--- config.mk ---
export PLATFORM = sky130hd
export DESIGN_NAME = button_debouncer
export DESIGN_NICKNAME = d
export VERILOG_FILES = /design/src/rtl/button_debouncer.sv
export SDC_FILE = /design/constraint.sdc
export NUM_CORES = 1
export LEC_CHECK = 0
export ABC_AREA = 1
export BUFFER_PORTS_ARGS = -buffer_cell sky130_fd_sc_hd__buf_2
export CAP_MARGIN = 20
export CORE_MARGIN = 1.5
export CORE_UTILIZATION = 25
export CTS_BUF_LIST = sky130_fd_sc_hd__clkbuf_16
export CTS_CLUSTER_SIZE = 16
export DETAILED_ROUTE_END_ITERATION = 8
export PLACE_DENSITY = 0.5
export SYNTH_ARGS = -nofsm -noshare
export SYNTH_HDL_FRONTEND = slang
export SYNTH_SLANG_ARGS = --single-unit
--- constraint.sdc ---
create_clock -name clk -period 2.3 [get_ports clk]
set_clock_uncertainty 0.2 [all_clocks]
set_input_delay 0.345 -clock clk [delete_from_list [all_inputs] [get_ports clk]]
set_output_delay 0.345 -clock clk [all_outputs]
set_load 0.01 [all_outputs]
--- src/rtl/button_debouncer.sv ---
// button_debouncer: two-flop synchroniser, per-channel stability counter and
// registered press/release event pulses for up to 32 raw button/switch lines.
module button_debouncer #(
  parameter int unsigned WIDTH         = 8,
  parameter int unsigned STABLE_CYCLES = 500000,
  parameter bit          ACTIVE_LOW    = 1'b1
) (
  input  logic             clk,
  input  logic             rst_n,
  input  logic [WIDTH-1:0] in_raw,
  output logic [WIDTH-1:0] level,
  output logic [WIDTH-1:0] press,
  output logic [WIDTH-1:0] release_pulse
);

  localparam int unsigned      CNT_W    = $clog2(STABLE_CYCLES);
  localparam logic [CNT_W-1:0] CNT_LAST = CNT_W'(STABLE_CYCLES - 1);
  localparam logic [WIDTH-1:0] RAW_IDLE = ACTIVE_LOW ? {WIDTH{1'b1}} : {WIDTH{1'b0}};

  logic [WIDTH-1:0] sync_s1;
  logic [WIDTH-1:0] sync_s2;
  logic [WIDTH-1:0] pressed_c;
  logic [CNT_W-1:0] cnt [WIDTH];

  // Two-flop synchroniser; resets to the idle pin level so reset release is quiet
  always_ff @(posedge clk) begin
    if (!rst_n) begin
      sync_s1 <= RAW_IDLE;
      sync_s2 <= RAW_IDLE;
    end else begin
      sync_s1 <= in_raw;
      sync_s2 <= sync_s1;
    end
  end

  // Normalise polarity so that 1 always means pressed
  always_comb begin
    pressed_c = ACTIVE_LOW ? ~sync_s2 : sync_s2;
  end

  // Per-channel stability count; level flips only after an unbroken mismatch run
  always_ff @(posedge clk) begin
    if (!rst_n) begin
      level         <= '0;
      press         <= '0;
      release_pulse <= '0;
      for (int unsigned i = 0; i < WIDTH; i++) begin
        cnt[i] <= '0;
      end
    end else begin
      press         <= '0;
      release_pulse <= '0;
      for (int unsigned i = 0; i < WIDTH; i++) begin
        if (pressed_c[i] == level[i]) begin
          cnt[i] <= '0;
        end else if (cnt[i] == CNT_LAST) begin
          cnt[i]           <= '0;
          level[i]         <= pressed_c[i];
          press[i]         <= pressed_c[i];
          release_pulse[i] <= ~pressed_c[i];
        end else begin
          cnt[i] <= cnt[i] + CNT_W'(1);
        end
      end
    end
  end

endmodule

# Yosys cells after proc, flatten, opt, wreduce, memory -nomap -nowiden
# Memories as Yosys holds them, arrays and structs flattened.
# Cells that the tools add are included.
dict set report totals {
  regBits 40
  mem_bits_rw 152
  inputBits 10
  output_inout_bits 24
  wordCells 230
  mem_count 1
}
dict set report classes {
  n_addsub 8
  n_eq_ne 16
  n_mux 113
  n_bitwise 50
  reduce_logical 16
}
# memory depth word_bits read_ports rd_ports_with_merged_regs write_ports line_no
set mem_list {}
lappend mem_list {cnt 8 19 8 0 8 23} ;# logic [CNT_W-1:0] cnt [WIDTH];
# op count
set op_table {}
lappend op_table {{$mux 19} 24}
lappend op_table {{$add 19x1->19 const B} 8}
lappend op_table {{$eq 19x19->1 const B} 8}
lappend op_table {{$mux 1} 89}
lappend op_table {{$not 1->1} 25}
lappend op_table {{$or 1x1->1} 24}
lappend op_table {{$reduce_or 3->1} 8}
lappend op_table {{$reduce_and 2->1} 8}
lappend op_table {{$eq 1x1->1} 8}
lappend op_table {{$not 8->8} 1}

# Depth between registers and ports, before layout
dict set report logic_depth {
  depth_word 8
  depth_mapped 9
  ltp_nobuf 9
}

# Least setup slack after synthesis
# No wires, ideal clock.
dict set report synth_path {
  kind {reg-to-reg}
  start {memory cnt[1][19] (netlist bit)}
  end {memory cnt[1][19] (netlist bit) (data pin)}
  setup_time_ns 0.260
  arrival_time_ns 1.356
  required_time_ns 1.840
  slack_ns 0.484
  path_stages_with_launch 8
  path_buffers 1
  cell_sequence {edfxtp_1 ha_1 nand3_2 inv_1 nand3_1 nand2_4 buf_6 nor2_1}
}
# item line_no
set synth_rtl {}
lappend synth_rtl {{start: declaration} 23}

==> flow_metrics.tcl <==
set metrics [dict create \
    die_w_um 209 \
    dieArea_mm2 0.0438 \
    clock-sinks 192 \
    path_cells "ha_1 -> nand3_1 -> inv_1 -> nand3_1 -> nand2_2 -> inv_1 -> nand2_1 -> inv_1" \
    syn_area_per_cell_um2 8.05 \
    drive_above_1_share_pct 8.50 \
    synth-main-ff-cell "edfxtp_1" \
    cp_data_required_time_ps 2300 \
    hold_path_class "input pin to flip-flop" \
    cp_max_fo 18 \
    hpwl_um 16500 \
    setup_viol 0 \
    initial_core_util_pct 25.3 \
    rsz0062_at_grt "false" \
    area_growth_pct 18.9 \
    fillers 4390 \
    synth_cells 1321 \
    worstSetupEndpointType "flip-flop" \
    synth_top_cell_by_area "edfxtp_1" \
    netlist.area_leader.share_pct 42.9 \
    globalRouteTotalUtil_pct 10.5 \
    hold_slack_ps 91.4 \
    multi_input_comb_area_mm2 0.00518 \
    portBuffers 33 \
    vias 8527 \
    core_area_mm2 0.0419 \
    drv_cap 0 \
    synth_cell_types 34 \
    hold_violations 0 \
    ff_latch_area_mm2 0.00537 \
    fin_setup_tns_ps 0 \
    grt_overflow 0 \
    grt_pass1_wl_um 37500 \
    critical_path_class "flip-flop to flip-flop" \
    clock_path_buffers 2 \
    grt_pass1_vias 7994 \
    drt-total-wl_um 21900 \
    numCtsBuffers 17 \
    ir_drop_uv 513 \
    crit_path_frequent_cell "inv_1" \
    final_common_cell "nand2_1" \
    cp.arrival_ps 2090 \
    cts_root_buffer "clkbuf_16" \
    gp_congestion 0.855 \
    startpoint_type "flip-flop" \
    viasPerCell 4.10 \
    fin_nets 1547 \
    route.detailed.drc 0 \
    grt_max_degree 20 \
    die_y_um 209 \
    cts_resized 0 \
    max_freq_ghz 0.479 \
    ys_seq_elements 192 \
    drtIter0Drc 431 \
    antenna_cells 0 \
    fin_crit_sh_pct 90.7 \
    ioPinCount 34 \
    antenna_found_initial 0 \
    synth_edf_count 152 \
    p_leak_nw 4.98 \
    slew_violations 0 \
    path_clk_slew_ps 70 \
    drtAntennaViolNets 0 \
    fin_crit_ps 2090 \
    final_cell_mix "305 x nand2_1, 300 x nor2_1, 152 x edfxtp_1, 152 x conb_1, 144 x inv_1" \
    cts_tree "yes" \
    detail_route.first_pass.iterations 5 \
    clk_latency_ps 450 \
    wl_per_cell_um 10.5 \
    async_reset_ff_share_pct 0 \
    synth_area_leaders "edfxtp_1 43%, nand2_1 11%, nor2_1 11%, dfxtp_1 7.5%, inv_1 5.1%" \
    critPathSlowestCell "edfxtp_1" \
    row_count 75 \
    yosysWarnings 0 \
    power.density_mw_per_mm2 581 \
    htreeDepth 4 \
    slowest_delay_ps 380 \
    synthesis.area_mm2 0.0106 \
    yosysSeqAreaShare_pct 50.5 \
    outcome "complete, no violations" \
]
==> where the power goes <==
group | switching (W) | internal [W]
clock | 0.00146 | 0.00153
sequential | 0.000136 | 0.00387
combinational | 0.000223 | 0.000125
==> state kept, by name, indices dropped and copies added (netlist names) <==
signal	cells
cnt	152
press	8
sync_s1	8
sync_s2	8
release_pulse	8
level	8
==> per-layer routing <==
metal  routed length [µm]  share of wire [%]  global-route usage [%]
met4                  302                1.4                    3.45
met3                  609                2.8                    2.21
met5                    0                  0                       0
met2                10300                 47                    17.5
met1                10700                 49                    13.4
==> final timing paths <==
kind | from | end | depth (start not counted) | slack, ps
worst max-delay path | cnt[1][0] | cnt[1][16] | 8 | 210
worst min-delay path | rst_n | level[2] | 3 | 90
worst max register to register | cnt[1][0] | cnt[1][16] | 8 | 210
worst min register to register | sync_s1[0] | sync_s2[0] | 1 | 220
==> cells by family (layout without fill, tap and decap cells) <==
group / count (synthesis) / in the layout / share of synthesized area [%]
adders and majority gates: 8 / 8 / 0.942
and+or+nand+nor: 811 / 811 / 32.6
other: 1 / 152 / 0.0353
xor gates and xnor gates: 61 / 61 / 5.03
buffers and inverters: 157 / 227 / 6.14
DFF: 192 / 192 / 50.5
AOI/OAI and AO/OA: 91 / 91 / 4.77
==> cell type report <==
class | instances | share of cell area [%]
clock buffers | 17 | 3.37
clock inverters | 15 | 1.17
inverters | 147 | 4.37
multi-input cells | 1123 | 41.0
flip-flops and latches | 192 | 42.4
well taps | 539 | 5.34
repair buffers | 48 | 2.36
==> synthesized netlist by cell type, types with 2 or more instances <==
cell	instances
nand3b_1	2
nand3_1	97
nor2_2	5
nand2_4	3
dfxtp_1	40
o21ai_0	22
o21ai_2	3
nor3_1	14
or2_0	8
o21ai_1	3
xnor2_1	19
ha_1	8
nor2_1	300
inv_1	144
xor2_1	42
a21oi_2	10
edfxtp_1	152
inv_2	2
or2_2	25
nand2_1	305
nand3_2	6
a21oi_1	52
buf_6	8
nand4_1	32
nand2_2	5
and2_1	5
nor2b_1	2
==> worst max-delay path, delay by kind of cell (launching register included) <==
kind,cells,cell delay [ps]
adders and majority gates,1,260
buffers and inverters,3,280
and+or+nand+nor,4,710
DFF,1,380
==> timing repair <==
| item | 4_1_cts | 5_1_grt |
|---|---|---|
| hold buffers | 8 | 0 |
| hold endpoints to repair | 8 | 0 |
| setup buffers | 0 | 0 |
==> metrics by stage <==
step	instances	power [W]	instance area, µm²	util (%)	worst slack [ps]
2_1_floorplan	1472	0.00431	11200	-	484
4_1_cts	2081	0.00747	12600	30.1	180
3_5_place_dp	2041	0.00442	12000	28.6	193
3_3_place_gp	2041	0.00441	12000	28.6	256
6_report	2081	0.00734	12600	30.1	214
5_1_grt	2081	0.00765	12600	30.1	19.0
No activity file was read; power rests on OpenSTA's default activity.
